**src/rtl/seq_detector_param.sv**
```systemverilog
// Serial pattern detector with Moore match flag, fill tracking and optional overlap.
// Define SEQDET_MATCH_CNT_EN to build the saturating match counter; otherwise match_count is tied to 0.
module seq_detector_param #(
  parameter  int PAT_W  = 4,
  parameter  int CNT_W  = 8,
  localparam int FILL_W = $clog2(PAT_W + 1)
) (
  input  logic              clk,
  input  logic              reset,
  input  logic              din,
  input  logic              din_valid,
  input  logic [PAT_W-1:0]  pattern,
  input  logic              overlap_en,
  input  logic              clear,
  output logic              dout,
  output logic [CNT_W-1:0]  match_count,
  output logic [FILL_W-1:0] fill
);

  // state | meaning
  // IDLE  | window empty (fill == 0)
  // FILL  | window holds bits, no match on the last edge
  // MATCH | last consumed bit completed the pattern; dout = 1
  typedef enum logic [1:0] {IDLE, FILL, MATCH} state_t;

  localparam logic [FILL_W-1:0] FILL_MAX = FILL_W'(PAT_W);

  state_t            state, state_nxt;
  logic [PAT_W-1:0]  window, window_nxt, shifted;
  logic [FILL_W-1:0] fill_nxt, fill_inc;
  logic              hit;

  always_ff @(posedge clk) begin
    if (reset) begin
      state  <= IDLE;
      window <= '0;
      fill   <= '0;
    end else begin
      state  <= state_nxt;
      window <= window_nxt;
      fill   <= fill_nxt;
    end
  end

  always_comb begin
    shifted    = {window[PAT_W-2:0], din};
    fill_inc   = (fill == FILL_MAX) ? fill : fill + FILL_W'(1);
    hit        = 1'b0;
    state_nxt  = state;
    window_nxt = window;
    fill_nxt   = fill;
    if (clear) begin
      state_nxt  = IDLE;
      window_nxt = '0;
      fill_nxt   = '0;
    end else if (din_valid) begin
      window_nxt = shifted;
      hit        = (fill_inc == FILL_MAX) && (shifted == pattern);
      if (hit) begin
        state_nxt = MATCH;
        // Non-overlapping mode demands a completely fresh pattern after a hit.
        fill_nxt  = overlap_en ? FILL_MAX : '0;
      end else begin
        state_nxt = FILL;
        fill_nxt  = fill_inc;
      end
    end else if (state == MATCH) begin
      state_nxt = (fill == '0) ? IDLE : FILL;
    end
  end

  assign dout = (state == MATCH);

`ifdef SEQDET_MATCH_CNT_EN
  logic [CNT_W-1:0] cnt;

  always_ff @(posedge clk) begin
    if (reset) begin
      cnt <= '0;
    end else if (hit && (cnt != '1)) begin
      cnt <= cnt + CNT_W'(1);
    end
  end

  assign match_count = cnt;
`else
  assign match_count = '0;
`endif

endmodule

```
**config.mk**
```make
export PLATFORM = sky130hd
export DESIGN_NAME = seq_detector_param
export DESIGN_NICKNAME = d
export VERILOG_FILES = /design/src/rtl/seq_detector_param.sv
export SDC_FILE = /design/constraint.sdc
export NUM_CORES = 1
export LEC_CHECK = 0
export CAP_MARGIN = 20
export CELL_PAD_IN_SITES_DETAIL_PLACEMENT = 1
export CELL_PAD_IN_SITES_GLOBAL_PLACEMENT = 2
export CORE_ASPECT_RATIO = 1.1
export CORE_UTILIZATION = 25
export CTS_BUF_LIST = sky130_fd_sc_hd__clkbuf_4
export DETAILED_ROUTE_END_ITERATION = 10
export PLACE_DENSITY_LB_ADDON = 0.1
export SYNTH_ARGS = -nofsm -noshare
export SYNTH_HDL_FRONTEND = slang
export SYNTH_SLANG_ARGS = --single-unit
```
**constraint.sdc**
```tcl
create_clock -name clk -period 2.5 [get_ports clk]
set_input_delay 0.5 -clock clk [delete_from_list [all_inputs] [get_ports clk]]
set_output_delay 0.5 -clock clk [all_outputs]
set_load 0.05 [all_outputs]
```
==> impl.org <==
** Yosys
- Number of flops mapped to enable cells by yosys :: 0
- Fraction of the mapped netlist area in adder cells :: 0.0491
- For this run, the number of Yosys warnings is 0.
- Share of cell area taken by muxes after synthesis :: 0.0786
- Most used DFF post-synth :: dfxtp_1
- For this run, the register share of the synthesized area comes to 0.314.
- Synth Area in Compound Gates :: 0.103
- Of the total synthesized cell area, the portion taken by XOR and XNOR cells is 0.118.
- Main combinational cell family by area after synthesis :: buffers and inverters
- Averaged over all synthesized cells, the footprint is 8.93 sq um.
- Async S/R FF share, synth :: 0
- Synthesized cell area :: 509 sq um
- In this run, synthesis produced a sequential element count of 8.
- Post-synthesis cell count :: 57
- Counting distinct cell types in the post-synthesis netlist gives 26.
- Of the total synthesized cell area, the portion taken by AND, OR, NAND and NOR gates is 0.160.

** Setup path
- Biggest fanout along the worst timing path :: 7
- Number of buffer and inverter instances along the worst setup path :: 1
- R2R cell count :: 6
- Source of the worst register-to-register timing path :: fill[0]
- The critical path ends at fill[2].
- The worst setup path is of the reg2out kind.
- Crit path DAT :: 1.55 ns
- Among all stages on the critical path, the largest delay is contributed by clkdlybuf4s50_1.
- Endpoint of the lowest-slack register-to-register path :: state[1]
- In this design, the stage delay of the slowest critical-path cell is 0.85 ns.
- Crit-path cells :: clkdlybuf4s50_1
- Kind of launch point of the worst setup path :: flip-flop
- Launching instance or port of the critical path :: fill[2]
- Critical Path End Type :: output port
- Family with the most delay on the worst path :: buffers and inverters
- In this run the number of cells on the critical path is 1.
- Setup slack on the worst reg-to-reg path comes out at 1.06 ns.
- Worst Path Required :: 2.00 ns

** Routing
- Detailed routing inserted a total of 401 vias.
- Router iterations before antenna repair :: 4
- Drc violations :: 0
- After the first detailed-routing iteration, the DRC count stood at 6.
- After detailed routing, the total wire length is 1.02 mm.
- Antenna Nets Post-Route :: 0
- WL per Instance :: 10.4 um
- Drt via density :: 4.09

** Placed design
- The HPWL after detailed placement is 776 um.
- Final weighted congestion in routability-driven placement :: 0.625
- Buffers placed on the I/O ports in this run total 13.
- After detailed placement, the total cell area comes to 636 sq um.
- Cell count after placement :: 95

** GRT
- The number of global-route vias before repair is 393.
- Entering global routing, the biggest net connects 8 pins.
- First-pass GRT wire length :: 1.78 mm
- The initial antenna violation count came to 0.
- Summed over all layers, the global routing overflow is 0.
- In the global route stage, overall resource usage came out at 0.112.

** STA
- The number of slew-limit violations in the final report is 0.
- Subtracting the final worst setup slack from the clock period gives 2.05 ns.
- Based on the critical path, the design can be clocked at up to 0.488 GHz.
- Final worst-path cycle share :: 0.820
- The final hold violation count came to 0.
- Clock skew on the completed layout was measured at 0.00642 ns.
- Final setup viols :: 0
- Worst Max-Slew Pin Slew :: 0.497 ns
- Unrepaired setup endpoints after global routing :: false
- Fin Setup TNS :: 0 ns
- Worst max-slew margin expressed relative to the limit :: 0.667

** Finish
- The repair_antennas step left the layout with diodes totalling 0.
- The area growth from synthesis to layout is 29.2%.
- Across the whole layout, storage elements account for 160 sq um.
- In the final layout, the share of cells above drive strength 1 is 0.127.
- Non-filler instance count after layout :: 98
- Nets :: 85
- Total of fill cells in the finished design :: 249
- Area taken by multi-input logic gates :: 289 sq um
- Design Area, Final :: 658 sq um

** CTS
- For this design, the CTS-stage hold fixing added 0 buffers.
- Reg clk slew, reported paths :: 0.06 ns
- Number of cells upsized or downsized after cts :: 0
- Clock latency of the later-clocked register in the worst-skew pair :: 0.26 ns
- In this run the number of H-tree levels came out at 1.
- Clock root buffer :: clkbuf_4
- Deepest clock path buffer count :: 2
- The clock drives 8 sinks.
- CTS tree :: done
- Count of buffers added by post-CTS timing repair for setup :: 0
- Total clock buffers created by CTS :: 3

** Floorplanning
- Die area :: 0.00222 sq mm
- Ports :: 22
- Initial core utilization :: 0.276
- The total area inside the core boundary comes to 0.00184 sq mm.
- The floorplan has 16 rows.
- The floorplan step set the die width to 45.0 um.
- Chip height :: 49.3 um

** Status
- Result of the run :: finished clean

** Power
- Pwr/cell area :: 473 mW/mm^2
- Summed over all cells, the static leakage comes to 0.000273 uW.
- Maximum vdd drop :: 0.211 mV

** Hold path
- Type of the most critical hold path :: reg2reg

** Job
- The tool flagged a number of max-cap violations equal to 0.
==> how the worst min path moves through the flow <==
stage	startpoint	end	cells past startpoint
4_1_cts	state[1]	state[1]	1
6_report	state[1]	state[1]	1
5_1_grt	state[1]	state[1]	1
3_3_place_gp	state[1]	state[1]	1
2_1_floorplan	state[1]	state[1]	1
3_5_place_dp	state[1]	state[1]	1
==> registers in the layout, summed over array words and instances, names as in the netlist <==
register / count
fill: 3
window: 3
state: 2
==> stage by stage <==
| step | worst slack [ns] | power (uW) | hold WS, ns | utilization |
|---|---|---|---|---|
| global route | 0.365 | 329 | 0.541 | 0.357 |
| finish | 0.451 | 311 | 0.506 | 0.357 |
| CTS | 0.445 | 319 | 0.514 | 0.357 |
| detailed placement | 0.716 | 211 | 0.500 | 0.345 |
| floorplan | 0.786 | 199 | 0.450 | - |
| global placement | 0.710 | 211 | 0.494 | 0.345 |
==> logic make-up (layout without fill, tap and decap cells) <==
kind of cell / Yosys count / in the layout
AOI/OAI and AO/OA: 8 / 8
buffers and inverters: 14 / 21
DFF: 8 / 8
other: 1 / 8
muxes: 4 / 4
and+or+nand+nor: 14 / 14
xor gates and xnor gates: 6 / 6
adders and majority gates: 2 / 2
==> cell type report <==
type / instances / share of cell area
clock buffer: 3 / 0.0342
tap: 27 / 0.0513
multi-input combinational: 42 / 0.439
timing repair buffer: 14 / 0.209
inverter: 4 / 0.0228
sequential: 8 / 0.243
==> power breakdown <==
part / internal [uW] / switching (uW) / leakage [uW]
sequential: 130 / 2.18 / 0.0000649
clock: 55.3 / 48.4 / 0.0000138
combinational: 26.4 / 48.7 / 0.000195
total: 212 / 99.3 / 0.000273
==> cell usage after synthesis (2+ instances only) <==
library cell / instances / share of area
a21oi_1: 2 / 0.020
buf_4: 9 / 0.13
dfxtp_1: 8 / 0.31
ha_1: 2 / 0.049
inv_1: 3 / 0.022
mux2i_1: 4 / 0.079
nor2_1: 7 / 0.052
xnor2_1: 4 / 0.069
==> layer usage <==
| layer | track usage | vias up | part of all wire | routed length [um] |
|---|---|---|---|---|
| met1 | 0.148 | 181 | 0.46 | 465 |
| met4 | 0.0758 | 0 | 0.014 | 14 |
| met2 | 0.150 | 14 | 0.45 | 456 |
| met5 | 0 | - | 0 | 0 |
| li1 | - | 204 | - | - |
| met3 | 0.0370 | 2 | 0.082 | 84 |
==> cell usage in the layout, fill, tap and decap left out, drive strengths merged <==
cell type,count
a211oi,1
a21oi,2
a221oi,1
a31oi,1
a32o,1
and3,1
buf,1
clkbuf,3
clkdlybuf4s50,13
conb,8
dfxtp,8
ha,2
inv,4
mux2i,4
nand2,2
nand3,1
nor2,7
nor2b,1
nor4,1
o21ai,2
or2,1
xnor2,5
xor2,1
Note: power is estimated with default switching activity, not from simulation.
